$ cat src/rtl/adc_scan_router_if.sv
`default_nettype none
// ============================================================================
// adc_scan_router_if - control, ADC handshake and sample bus of adc_scan_router
// Rev 1.0
// ============================================================================
interface adc_scan_router_if #(
  parameter int ADC_BITS = 10,
  parameter int W        = 24,
  parameter int NCH      = 3,
  parameter int SEL_BITS = 2
);
  logic                scan_en;
  logic [NCH-1:0]      ch_mask;
  logic [ADC_BITS-1:0] adc_code;
  logic                adc_valid;
  logic                adc_start;
  logic [SEL_BITS-1:0] mux_sel;
  logic [NCH*W-1:0]    ch_sample;
  logic [NCH-1:0]      ch_valid;
  logic                busy;
  logic                timeout_err;

  // master: the environment driving the router and playing the ADC front-end
  modport master (
    output scan_en, ch_mask, adc_code, adc_valid,
    input  adc_start, mux_sel, ch_sample, ch_valid, busy, timeout_err
  );

  modport slave (
    input  scan_en, ch_mask, adc_code, adc_valid,
    output adc_start, mux_sel, ch_sample, ch_valid, busy, timeout_err
  );
endinterface
`default_nettype wire

$ cat src/rtl/adc_scan_router.sv
`default_nettype none
// ============================================================================
// adc_scan_router - round-robin ADC mux scan, offset-binary to Q-format, block
// averaging. Optional conversion watchdog: define ADC_SCAN_TIMEOUT_EN. Rev 1.0
// ============================================================================
module adc_scan_router #(
  parameter int ADC_BITS = 10,
  parameter int W        = 24,
  parameter int FRAC     = 12,
  parameter int NCH      = 3,
  parameter int SEL_BITS = 2,
  parameter int SETTLE   = 4,
  parameter int AVG_LOG2 = 0,
  parameter int TIMEOUT  = 255
) (
  input  logic             clk,
  input  logic             rst_n,
  adc_scan_router_if.slave bus
);

  localparam int c_acc_w    = ADC_BITS + 1 + AVG_LOG2;
  localparam int c_cnt_w    = AVG_LOG2 + 1;
  localparam int c_settle_w = $clog2(SETTLE + 1);
  localparam logic [ADC_BITS:0]     c_offset      = {1'b0, 1'b1, {(ADC_BITS-1){1'b0}}};
  localparam logic [c_cnt_w-1:0]    c_last_conv   = c_cnt_w'((2 ** AVG_LOG2) - 1);
  localparam logic [c_settle_w-1:0] c_settle_last = c_settle_w'(SETTLE - 1);

  if (SETTLE < 1 || TIMEOUT < 1 || NCH < 1 || NCH > 2 ** SEL_BITS ||
      AVG_LOG2 < 0 || AVG_LOG2 > 4 || W < ADC_BITS + 1 + FRAC) begin : g_param_check
    $error("adc_scan_router: parameter out of range");
  end

  typedef enum logic [1:0] {
    S_IDLE    = 2'd0,
    S_SWITCH  = 2'd1,
    S_CONVERT = 2'd2,
    S_EMIT    = 2'd3
  } state_t;

  state_t                    r_state;
  state_t                    w_next_state;
  logic [c_settle_w-1:0]     r_settle;
  logic [c_cnt_w-1:0]        r_cnt;
  logic                      r_done;
  logic signed [c_acc_w-1:0] r_acc;
  logic [SEL_BITS-1:0]       r_last_ch;
  logic [SEL_BITS-1:0]       r_mux_sel;
  logic                      r_adc_start;
  logic [NCH-1:0]            r_ch_valid;
  logic [W-1:0]              r_sample [NCH];
  logic                      r_busy;

  logic                      w_go;
  logic                      w_select;
  logic                      w_start;
  logic                      w_accept;
  logic                      w_emit;
  logic                      w_abort;
  logic                      w_wd_hit;
  logic [SEL_BITS-1:0]       w_next_ch;
  logic [SEL_BITS-1:0]       w_hi_ch;
  logic [SEL_BITS-1:0]       w_lo_ch;
  logic                      w_hi_found;
  logic [ADC_BITS:0]         w_s;
  logic signed [c_acc_w-1:0] w_s_ext;
  logic signed [c_acc_w-1:0] w_avg_full;
  logic signed [ADC_BITS:0]  w_avg;
  logic [W-1:0]              w_q;

  assign w_go = bus.scan_en & (|bus.ch_mask);

  // Smallest enabled index above the last-served one, else the smallest overall.
  always_comb begin
    w_hi_ch    = '0;
    w_lo_ch    = '0;
    w_hi_found = 1'b0;
    for (int k = NCH - 1; k >= 0; k--) begin
      if (bus.ch_mask[k]) begin
        if (k > int'(r_last_ch)) begin
          w_hi_ch    = SEL_BITS'(k);
          w_hi_found = 1'b1;
        end else begin
          w_lo_ch = SEL_BITS'(k);
        end
      end
    end
    w_next_ch = w_hi_found ? w_hi_ch : w_lo_ch;
  end

  assign w_s        = {1'b0, bus.adc_code} - c_offset;
  assign w_s_ext    = c_acc_w'($signed(w_s));
  assign w_avg_full = r_acc >>> AVG_LOG2;
  assign w_avg      = w_avg_full[ADC_BITS:0];
  assign w_q        = W'(w_avg) << FRAC;

  always_comb begin
    w_next_state = r_state;
    w_select     = 1'b0;
    w_start      = 1'b0;
    w_accept     = 1'b0;
    w_emit       = 1'b0;
    w_abort      = 1'b0;
    case (r_state)
      S_IDLE: begin
        if (w_go) begin
          w_next_state = S_SWITCH;
          w_select     = 1'b1;
        end
      end
      S_SWITCH: begin
        if (r_settle == c_settle_last) begin
          w_next_state = S_CONVERT;
          w_start      = 1'b1;
        end
      end
      S_CONVERT: begin
        // r_done spends one cycle after the final sample before EMIT.
        if (r_done) begin
          w_next_state = S_EMIT;
        end else if (bus.adc_valid && !r_adc_start) begin
          w_accept = 1'b1;
          w_start  = (r_cnt != c_last_conv);
        end else if (w_wd_hit) begin
          w_abort = 1'b1;
          if (w_go) begin
            w_next_state = S_SWITCH;
            w_select     = 1'b1;
          end else begin
            w_next_state = S_IDLE;
          end
        end
      end
      S_EMIT: begin
        w_emit = 1'b1;
        if (w_go) begin
          w_next_state = S_SWITCH;
          w_select     = 1'b1;
        end else begin
          w_next_state = S_IDLE;
        end
      end
      default: w_next_state = S_IDLE;
    endcase
  end

  always_ff @(posedge clk or negedge rst_n) begin
    if (!rst_n) begin
      r_state     <= S_IDLE;
      r_settle    <= '0;
      r_cnt       <= '0;
      r_done      <= 1'b0;
      r_acc       <= '0;
      r_last_ch   <= SEL_BITS'(NCH - 1);
      r_mux_sel   <= '0;
      r_adc_start <= 1'b0;
      r_ch_valid  <= '0;
      r_busy      <= 1'b0;
      for (int k = 0; k < NCH; k++) begin
        r_sample[k] <= '0;
      end
    end else begin
      r_state     <= w_next_state;
      r_adc_start <= w_start;
      r_busy      <= (r_state != S_IDLE);

      if (w_select) begin
        r_last_ch <= w_next_ch;
        r_mux_sel <= w_next_ch;
        r_settle  <= '0;
      end else if (r_state == S_SWITCH) begin
        r_settle <= r_settle + 1'b1;
      end

      if (w_emit || w_abort) begin
        r_acc  <= '0;
        r_cnt  <= '0;
        r_done <= 1'b0;
      end else if (w_accept) begin
        r_acc <= r_acc + w_s_ext;
        r_cnt <= r_cnt + 1'b1;
        if (r_cnt == c_last_conv) begin
          r_done <= 1'b1;
        end
      end

      for (int k = 0; k < NCH; k++) begin
        r_ch_valid[k] <= w_emit && (r_last_ch == SEL_BITS'(k));
        if (w_emit && (r_last_ch == SEL_BITS'(k))) begin
          r_sample[k] <= w_q;
        end
      end
    end
  end

`ifdef ADC_SCAN_TIMEOUT_EN
  localparam int c_wd_w = $clog2(TIMEOUT + 1);

  logic [c_wd_w-1:0] r_wd;
  logic              r_timeout_err;

  // Counts CONVERT cycles since the latest adc_start.
  assign w_wd_hit = (r_wd == c_wd_w'(TIMEOUT - 1));

  always_ff @(posedge clk or negedge rst_n) begin
    if (!rst_n) begin
      r_wd          <= '0;
      r_timeout_err <= 1'b0;
    end else begin
      if (w_start) begin
        r_wd <= '0;
      end else if (r_state == S_CONVERT) begin
        r_wd <= r_wd + 1'b1;
      end
      if (w_abort) begin
        r_timeout_err <= 1'b1;
      end
    end
  end

  assign bus.timeout_err = r_timeout_err;
`else
  assign w_wd_hit        = 1'b0;
  assign bus.timeout_err = 1'b0;
`endif

  assign bus.adc_start = r_adc_start;
  assign bus.mux_sel   = r_mux_sel;
  assign bus.ch_valid  = r_ch_valid;
  assign bus.busy      = r_busy;

  for (genvar k = 0; k < NCH; k++) begin : g_pack
    assign bus.ch_sample[k*W +: W] = r_sample[k];
  end

endmodule
`default_nettype wire

$ cat src/flat_wrapper.sv
// flat-port wrapper written by rule: the top's interface ports become plain ports
module adc_scan_router_flat 
#(
  parameter int ADC_BITS = 10,
  parameter int W        = 24,
  parameter int FRAC     = 12,
  parameter int NCH      = 3,
  parameter int SEL_BITS = 2,
  parameter int SETTLE   = 4,
  parameter int AVG_LOG2 = 0,
  parameter int TIMEOUT  = 255
)
  (clk, rst_n, bus_scan_en, bus_ch_mask, bus_adc_code, bus_adc_valid, bus_adc_start, bus_mux_sel, bus_ch_sample, bus_ch_valid, bus_busy, bus_timeout_err);
  adc_scan_router_if #(.ADC_BITS(ADC_BITS), .W(W), .NCH(NCH), .SEL_BITS(SEL_BITS)) bus_i ();
  input  logic clk;
  input  logic rst_n;
  input wire logic [$bits(bus_i.scan_en)-1:0] bus_scan_en;
  input wire logic [$bits(bus_i.ch_mask)-1:0] bus_ch_mask;
  input wire logic [$bits(bus_i.adc_code)-1:0] bus_adc_code;
  input wire logic [$bits(bus_i.adc_valid)-1:0] bus_adc_valid;
  output wire logic [$bits(bus_i.adc_start)-1:0] bus_adc_start;
  output wire logic [$bits(bus_i.mux_sel)-1:0] bus_mux_sel;
  output wire logic [$bits(bus_i.ch_sample)-1:0] bus_ch_sample;
  output wire logic [$bits(bus_i.ch_valid)-1:0] bus_ch_valid;
  output wire logic [$bits(bus_i.busy)-1:0] bus_busy;
  output wire logic [$bits(bus_i.timeout_err)-1:0] bus_timeout_err;
  assign bus_i.scan_en = bus_scan_en;
  assign bus_i.ch_mask = bus_ch_mask;
  assign bus_i.adc_code = bus_adc_code;
  assign bus_i.adc_valid = bus_adc_valid;
  assign bus_adc_start = bus_i.adc_start;
  assign bus_mux_sel = bus_i.mux_sel;
  assign bus_ch_sample = bus_i.ch_sample;
  assign bus_ch_valid = bus_i.ch_valid;
  assign bus_busy = bus_i.busy;
  assign bus_timeout_err = bus_i.timeout_err;
  adc_scan_router #(.ADC_BITS(ADC_BITS), .W(W), .FRAC(FRAC), .NCH(NCH), .SEL_BITS(SEL_BITS), .SETTLE(SETTLE), .AVG_LOG2(AVG_LOG2), .TIMEOUT(TIMEOUT)) u_core (.clk(clk), .rst_n(rst_n), .bus(bus_i));
endmodule
$ cat config.mk
export PLATFORM = sky130hd
export DESIGN_NAME = adc_scan_router_flat
export DESIGN_NICKNAME = d
export VERILOG_FILES = /design/src/rtl/adc_scan_router_if.sv /design/src/rtl/adc_scan_router.sv /design/src/flat_wrapper.sv
export SDC_FILE = /design/constraint.sdc
export NUM_CORES = 1
export LEC_CHECK = 0
export CAP_MARGIN = 10
export CORE_MARGIN = 4
export CORE_UTILIZATION = 48
export CTS_CLUSTER_SIZE = 25
export DETAILED_ROUTE_END_ITERATION = 6
export HOLD_SLACK_MARGIN = 0.12
export PLACE_DENSITY = 0.91
export RECOVER_POWER = 50
export SLEW_MARGIN = 20
export SYNTH_ARGS = -nofsm -noshare
export SYNTH_HDL_FRONTEND = slang
export SYNTH_SLANG_ARGS = --single-unit
$ cat constraint.sdc
create_clock -name clk -period 3 [get_ports clk]
set_clock_uncertainty 0.2 [all_clocks]
set_input_delay 0.6 -clock clk [delete_from_list [all_inputs] [get_ports clk]]
set_output_delay 0.6 -clock clk [all_outputs]
set_load 0.05 [all_outputs]
==> results of run 1 <==
[cell families (layout without fill, tap and decap cells)]
family / after synthesis / count (layout) / share of synthesized area, %
buffers and inverters: 70 / 107 / 12.95
multiplexers: 25 / 25 / 8.371
flip-flops: 59 / 59 / 44.33
other: 1 / 37 / 0.1125
XOR/XNOR: 3 / 3 / 0.7884
AND/OR/NAND/NOR: 89 / 89 / 12.99
AO/OA/AOI/OAI: 49 / 49 / 10.10
adder cells (fa/ha/maj): 27 / 27 / 10.36
[worst register-to-register path: cells and delay by family (launching register included)]
| family | cells | cell delay [ns] |
|---|---|---|
| adder cells (fa/ha/maj) | 3 | 0.88 |
| AO/OA/AOI/OAI | 4 | 0.72 |
| flip-flops | 1 | 0.44 |
| AND/OR/NAND/NOR | 1 | 0.13 |
| buffers and inverters | 1 | 0.06 |
[cell type report]
cell class / count / area [sq um]
Clock buffer: 13 / 148.9
Timing Repair Buffer: 73 / 676.9
Clock inverter: 3 / 40.04
Tap cell: 80 / 100.1
Inverter: 18 / 67.56
Multi-Input combinational cell: 230 / 1554
Fill cell: 542 / 2691
Sequential cell: 59 / 1478
[flip-flops by register name (all words and copies together), names as in the netlist]
name / cells
u_core.r_done: 1
u_core.r_state: 2
u_core.bus.busy: 1
u_core.bus.ch_sample: 33
u_core.r_last_ch: 1
u_core.r_settle: 3
u_core.bus.mux_sel: 2
u_core.r_cnt: 1
u_core.bus.ch_valid: 3
u_core.bus.adc_start: 1
u_core.r_acc: 11
[how the worst max path moves through the flow]
stage / startpoint / slack, ns / endpoint / cells after the start
6_report: bus_adc_code[1] / 0.26 / u_core.r_acc[9] / 10
5_1_grt: bus_adc_code[1] / 0.17 / u_core.r_acc[9] / 10
4_1_cts: bus_adc_code[1] / 0.27 / u_core.r_acc[9] / 10
3_5_place_dp: bus_adc_code[1] / -0.11 / u_core.r_acc[9] / 10
3_3_place_gp: bus_adc_code[1] / -0.07 / u_core.r_acc[9] / 10
2_1_floorplan: bus_adc_code[1] / 0.35 / u_core.r_acc[9] / 9
[power by group through the flow]
stage	clock (mW)	combinational, mW	sequential, mW
after floorplan	0	1.13	1.97
after global placement	0	2.42	1.32
after detailed placement	0	2.47	1.35
after CTS	0.722	2.49	1.34
after global routing	0.755	2.64	1.37
final	0.704	2.46	1.33
[placed cells by master, fill, tap and decap left out, drive strengths merged, types with 3 or more instances in the layout]
master / n
clkdlybuf4s50: 58
dfrtp: 58
nand2: 42
conb: 37
ha: 26
mux2: 23
nor2: 20
inv: 17
clkbuf: 17
a21oi: 12
buf: 11
o21ai: 10
nand3b: 7
nand3: 4
a211oi: 4
nor3b: 3
xnor2: 3
o2111ai: 3
a21o: 3
nor3: 3
o311ai: 3
clkinv: 3
[through the flow]
| stage | hold slack (ns) | setup TNS, ns |
|---|---|---|
| CTS | 0.2357 | 0 |
| finish | 0.2789 | 0 |
| floorplan | 0.1044 | 0 |
| detailed placement | 0.2678 | -0.2162 |
| global route | 0.3031 | 0 |
| global placement | 0.2569 | -0.07006 |
[metal layers]
metal / track usage, % / up-vias
met4: 4.397 / 0
met2: 30.47 / 79
li1: - / 1172
met3: 5.551 / 12
met1: 20.74 / 1183
met5: 0 / -
==> metrics.txt, run 1 <==
final RePlAce weighted congestion 0.8372; Crit. End Element flip-flop; post-synthesis cell count 323; Worst Hold End u_core.bus.ch_sample[68]; hpwl dp 5153 um; post-synth top area share 43.54%; fin area 0.004065 sq mm; switch share 46.98%; worst-case clock buffer depth 2; pre-CTS setup slack -0.1092 ns; VDD IR max 0.8769 mV; first-pass GRT wire length 11490 um; Worst EP required 3.04 ns; clock sinks 59; Initial Util 49.33%; Final Cycle Share 91.31%; post-synth top area cell dfrtp_1; die height 91.33 um; Worst R2R Setup Slack 0.48 ns; synth warn 0; hold path startpoint u_core.bus.ch_sample[68]; Max-Cap Viols 0; critical path class in2reg; via count of the first global-routing pass 2514; setup ws final 0.2608 ns; final slew viol count 0; mapped cell area 0.003333 sq mm; Final Non-Filler Cells 476; Root Buffer clkbuf_8; DR WL/cell 14.91 um; Vias 2446; crit-path most repeated cell ha_1; FFs w/ async S/R, synth 100.0%; Overflow after GRT 0; die width 91.33 um; CTS resizes 0; Power Total 4.500 mW; Critical R2R Capture u_core.r_acc[9]; Buf/Inv on CP 2; combinational power share 54.7%; Detailed Route WL 7095 um; fmax 365.1 MHz; Post-DP Area 0.003895 sq mm; clock share of power 15.7%; CTS H-Tree Depth 3; # hold bufs at CTS 0; clk_lat worst skew 0.34 ns; Synth top cells by count 58 x dfrtp_1, 42 x nand2_1, 41 x buf_4; number of buffers added on ports 59; Hold WC Path Type reg2reg; fin util 60.17%; DR pass1 iterations 4; M1 WL 3055 um; met3 WL 381 um; core area 0.006756 sq mm; Placed Cells 460; Crit-path slowest cell fa_1; register area share after synthesis 44.33%; relative slew slack 5.001%; arrival time worst endpoint 2.78 ns; CP Cell Sequence clkdlybuf4s50_1 -> ha_1 -> ha_1 -> inv_1 -> fa_1 -> nor2b_4 -> o31a_2 -> o2111ai_1 -> a2111o_1 -> o311ai_1; CTS tree yes; post-CTS setup buffers 0; Tightest Pin Transition 1.425 ns; P per Cell Area 1107 mW/mm^2; RSZ-0062 raised after global routing no; Post-synth EDFFs 0; cell with the most instances after synthesis dfrtp_1; Rows 30; FF+latch count, synth 59; largest fanout on the critical path 2; dominant synthesized flop cell dfrtp_1; layout cells sized above 1 9.343%; pin count of the biggest net entering global routing 60; Worst R2R Start u_core.r_acc[1]; fin crit period 2.739 ns; Syn Area/Cell 10.32 sq um; delay-heaviest family, CP adder cells; DRT iter0 DRCs 156; number of remaining DRC errors 0; uppermost layer routed met4; Total Nets Final 435; register clock-pin slew on the reported worst setup and hold paths 0.07 ns; sequential cell fraction of total power 29.6%; vias per inst 5.139; Netlist cell types 53; status completed; CTS Buf Count 9; Die Footprint 0.008341 sq mm; startpoint types input pin; P_int 2.386 mW; worst stage delay on the critical path 0.42 ns; Final Hold Fails 0; final setup vio count 0; largest cells by area after synthesis dfrtp_1 44%, ha_1 9.8%, buf_4 9.2%; Switch Pwr 2.114 mW; I/O pins 97; Leak Pwr 2.006 nW; GRT Total Usage 17.44%; Hold Crit Depth 2; post-route antenna net violation count 0; area delta synth->final 21.96%; n_diodes 0; Reg2Reg Depth 9; initial antenna violation count 0; routed length on met2 3547 um
No activity file was read; power rests on OpenSTA's default activity.
==> run 2: changes to the inputs <==
--- a/config.mk
+++ b/config.mk
@@ -7,11 +7,12 @@
 export LEC_CHECK = 0
 export CAP_MARGIN = 10
 export CORE_MARGIN = 4
-export CORE_UTILIZATION = 48
+export CORE_UTILIZATION = 40
 export CTS_CLUSTER_SIZE = 25
 export DETAILED_ROUTE_END_ITERATION = 6
+export DONT_BUFFER_PORTS = 1
 export HOLD_SLACK_MARGIN = 0.12
-export PLACE_DENSITY = 0.91
+export PLACE_DENSITY = 0.64
 export RECOVER_POWER = 50
 export SLEW_MARGIN = 20
 export SYNTH_ARGS = -nofsm -noshare
==> metrics.txt, run 2 (synthesis results as in run 1) <==
DR pass1 iterations 4; core area 0.008175 sq mm; commonest non-fill, non-tap cells in the layout 58 x dfrtp_1, 42 x nand2_1, 37 x conb_1; VDD IR max 0.5032 mV; Crit. End Element flip-flop; critical path class reg2reg; Worst EP required 3.04 ns; Hold WC Path Type in2reg; register clock-pin slew on the reported worst setup and hold paths 0.06 ns; CP Cell Sequence ha_1 -> ha_1 -> inv_1 -> fa_1 -> nor2b_4 -> o31a_2 -> o2111ai_1 -> a2111o_1 -> o311ai_1; CTS resizes 0; Tightest Pin Transition 1.450 ns; # fillers 804; Root Buffer clkbuf_8; largest fanout on the critical path 5; Vias 2159; Total Nets Final 369; die width 99.29 um; Final Cycle Share 86.95%; GRT Total Usage 13.85%; Crit-path slowest cell fa_1; post-route antenna net violation count 0; via count of the first global-routing pass 2084; n_diodes 0; relative slew slack 3.362%; worst stage delay on the critical path 0.43 ns; CTS H-Tree Depth 3; fin area 0.003472 sq mm; Rows 33; CTS tree yes; layout cells sized above 1 9.422%; clk_lat worst skew 0.34 ns; leading cell type in the layout, fill and taps excluded dfrtp_1; Switch Pwr 2.048 mW; Initial Util 40.77%; startpoint types flip-flop; number of remaining DRC errors 0; pin count of the biggest net entering global routing 60; clock sinks 59; initial antenna violation count 0; crit-path most repeated cell ha_1; P_int 1.955 mW; arrival time worst endpoint 2.65 ns; CTS Buf Count 9; area delta synth->final 4.167%; clock share of power 17.8%; Die Footprint 0.009858 sq mm; Post-Route Setup TNS 0 ns; RSZ-0062 raised after global routing no; Final Hold Fails 0; Buf/Inv on CP 1; DRT iter0 DRCs 58; Max-Cap Viols 0; switch share 51.17%; fmax 383.4 MHz; Detailed Route WL 6728 um; P per Cell Area 1153 mW/mm^2; final RePlAce weighted congestion 0.8536; Post-DP Area 0.003273 sq mm; hpwl dp 4897 um; DR WL/cell 15.50 um; final setup vio count 0; Overflow after GRT 0; I/O pins 97; final slew viol count 0; combinational power share 29.0%; status completed; vias per inst 4.975; fin crit period 2.608 ns; delay-heaviest family, CP adder cells; die height 99.29 um; number of buffers added on ports 0; sequential cell fraction of total power 53.2%; max FFs per register 33; first-pass GRT wire length 10630 um; Leak Pwr 1.765 nW; worst-case clock buffer depth 2
[run 2: final timing paths]
path / slack (ns) / depth (start not counted) / to / startpoint
hold / removal: 0.20 / 2 / u_core.r_last_ch[1] / bus_ch_mask[2]
setup / recovery: 0.39 / 9 / u_core.r_acc[9] / u_core.r_acc[1]
max in group asynchronous: 0.76 / 2 / u_core.bus.mux_sel[0] / rst_n
min in group asynchronous: 0.95 / 2 / u_core.r_acc[6] / rst_n
setup reg to reg: 0.39 / 9 / u_core.r_acc[9] / u_core.r_acc[1]
hold reg to reg: 0.32 / 1 / u_core.bus.ch_sample[21] / u_core.r_acc[9]
[run 2: area by class of cell]
type / count / area (sq um) / share of cell area [%]
well taps: 105 / 131.4 / 3.784
flip-flops and latches: 59 / 1478 / 42.56
clock buffers: 10 / 137.6 / 3.964
clock inverters: 5 / 53.80 / 1.550
repair buffers: 7 / 45.04 / 1.297
inverters: 18 / 67.56 / 1.946
multi-input cells: 230 / 1559 / 44.90
[run 2: what timing repair did]
item,CTS,global route
setup endpoints to repair,0,0
endpoints found under the hold margin,59,0
hold buffers,2,0
setup buffers,0,0
[run 2: per-stage QoR]
step                instances  hold WS [ns]  setup slack [ns]  total power [mW]  utilization [%]
detailed placement        417        0.1058            0.2292             3.312            40.04
CTS                       434        0.1804            0.3786             4.059            42.84
global placement          417        0.1057            0.2698             3.259            40.04
global route              434        0.1964            0.2437             4.264            42.47
finish                    434        0.2010            0.3915             4.003            42.47
floorplan                 359        0.1044            0.3483             3.101                -
[run 2: layer usage]
layer  routed length, um  GRT usage [%]  vias up
met5                   0              0        -
met4                  53          4.727        0
met3                 584          6.522        5
met2                3190          21.33       64
met1                2900          17.13     1046
li1                    -              -     1044
[run 2: power by group through the flow]
stage | Combinational, mW | Clock, mW | Sequential, mW
CTS | 1.18 | 0.738 | 2.14
floorplan | 1.13 | 0 | 1.97
global route | 1.31 | 0.770 | 2.18
global placement | 1.12 | 0 | 2.14
detailed placement | 1.16 | 0 | 2.15
finish | 1.16 | 0.713 | 2.13
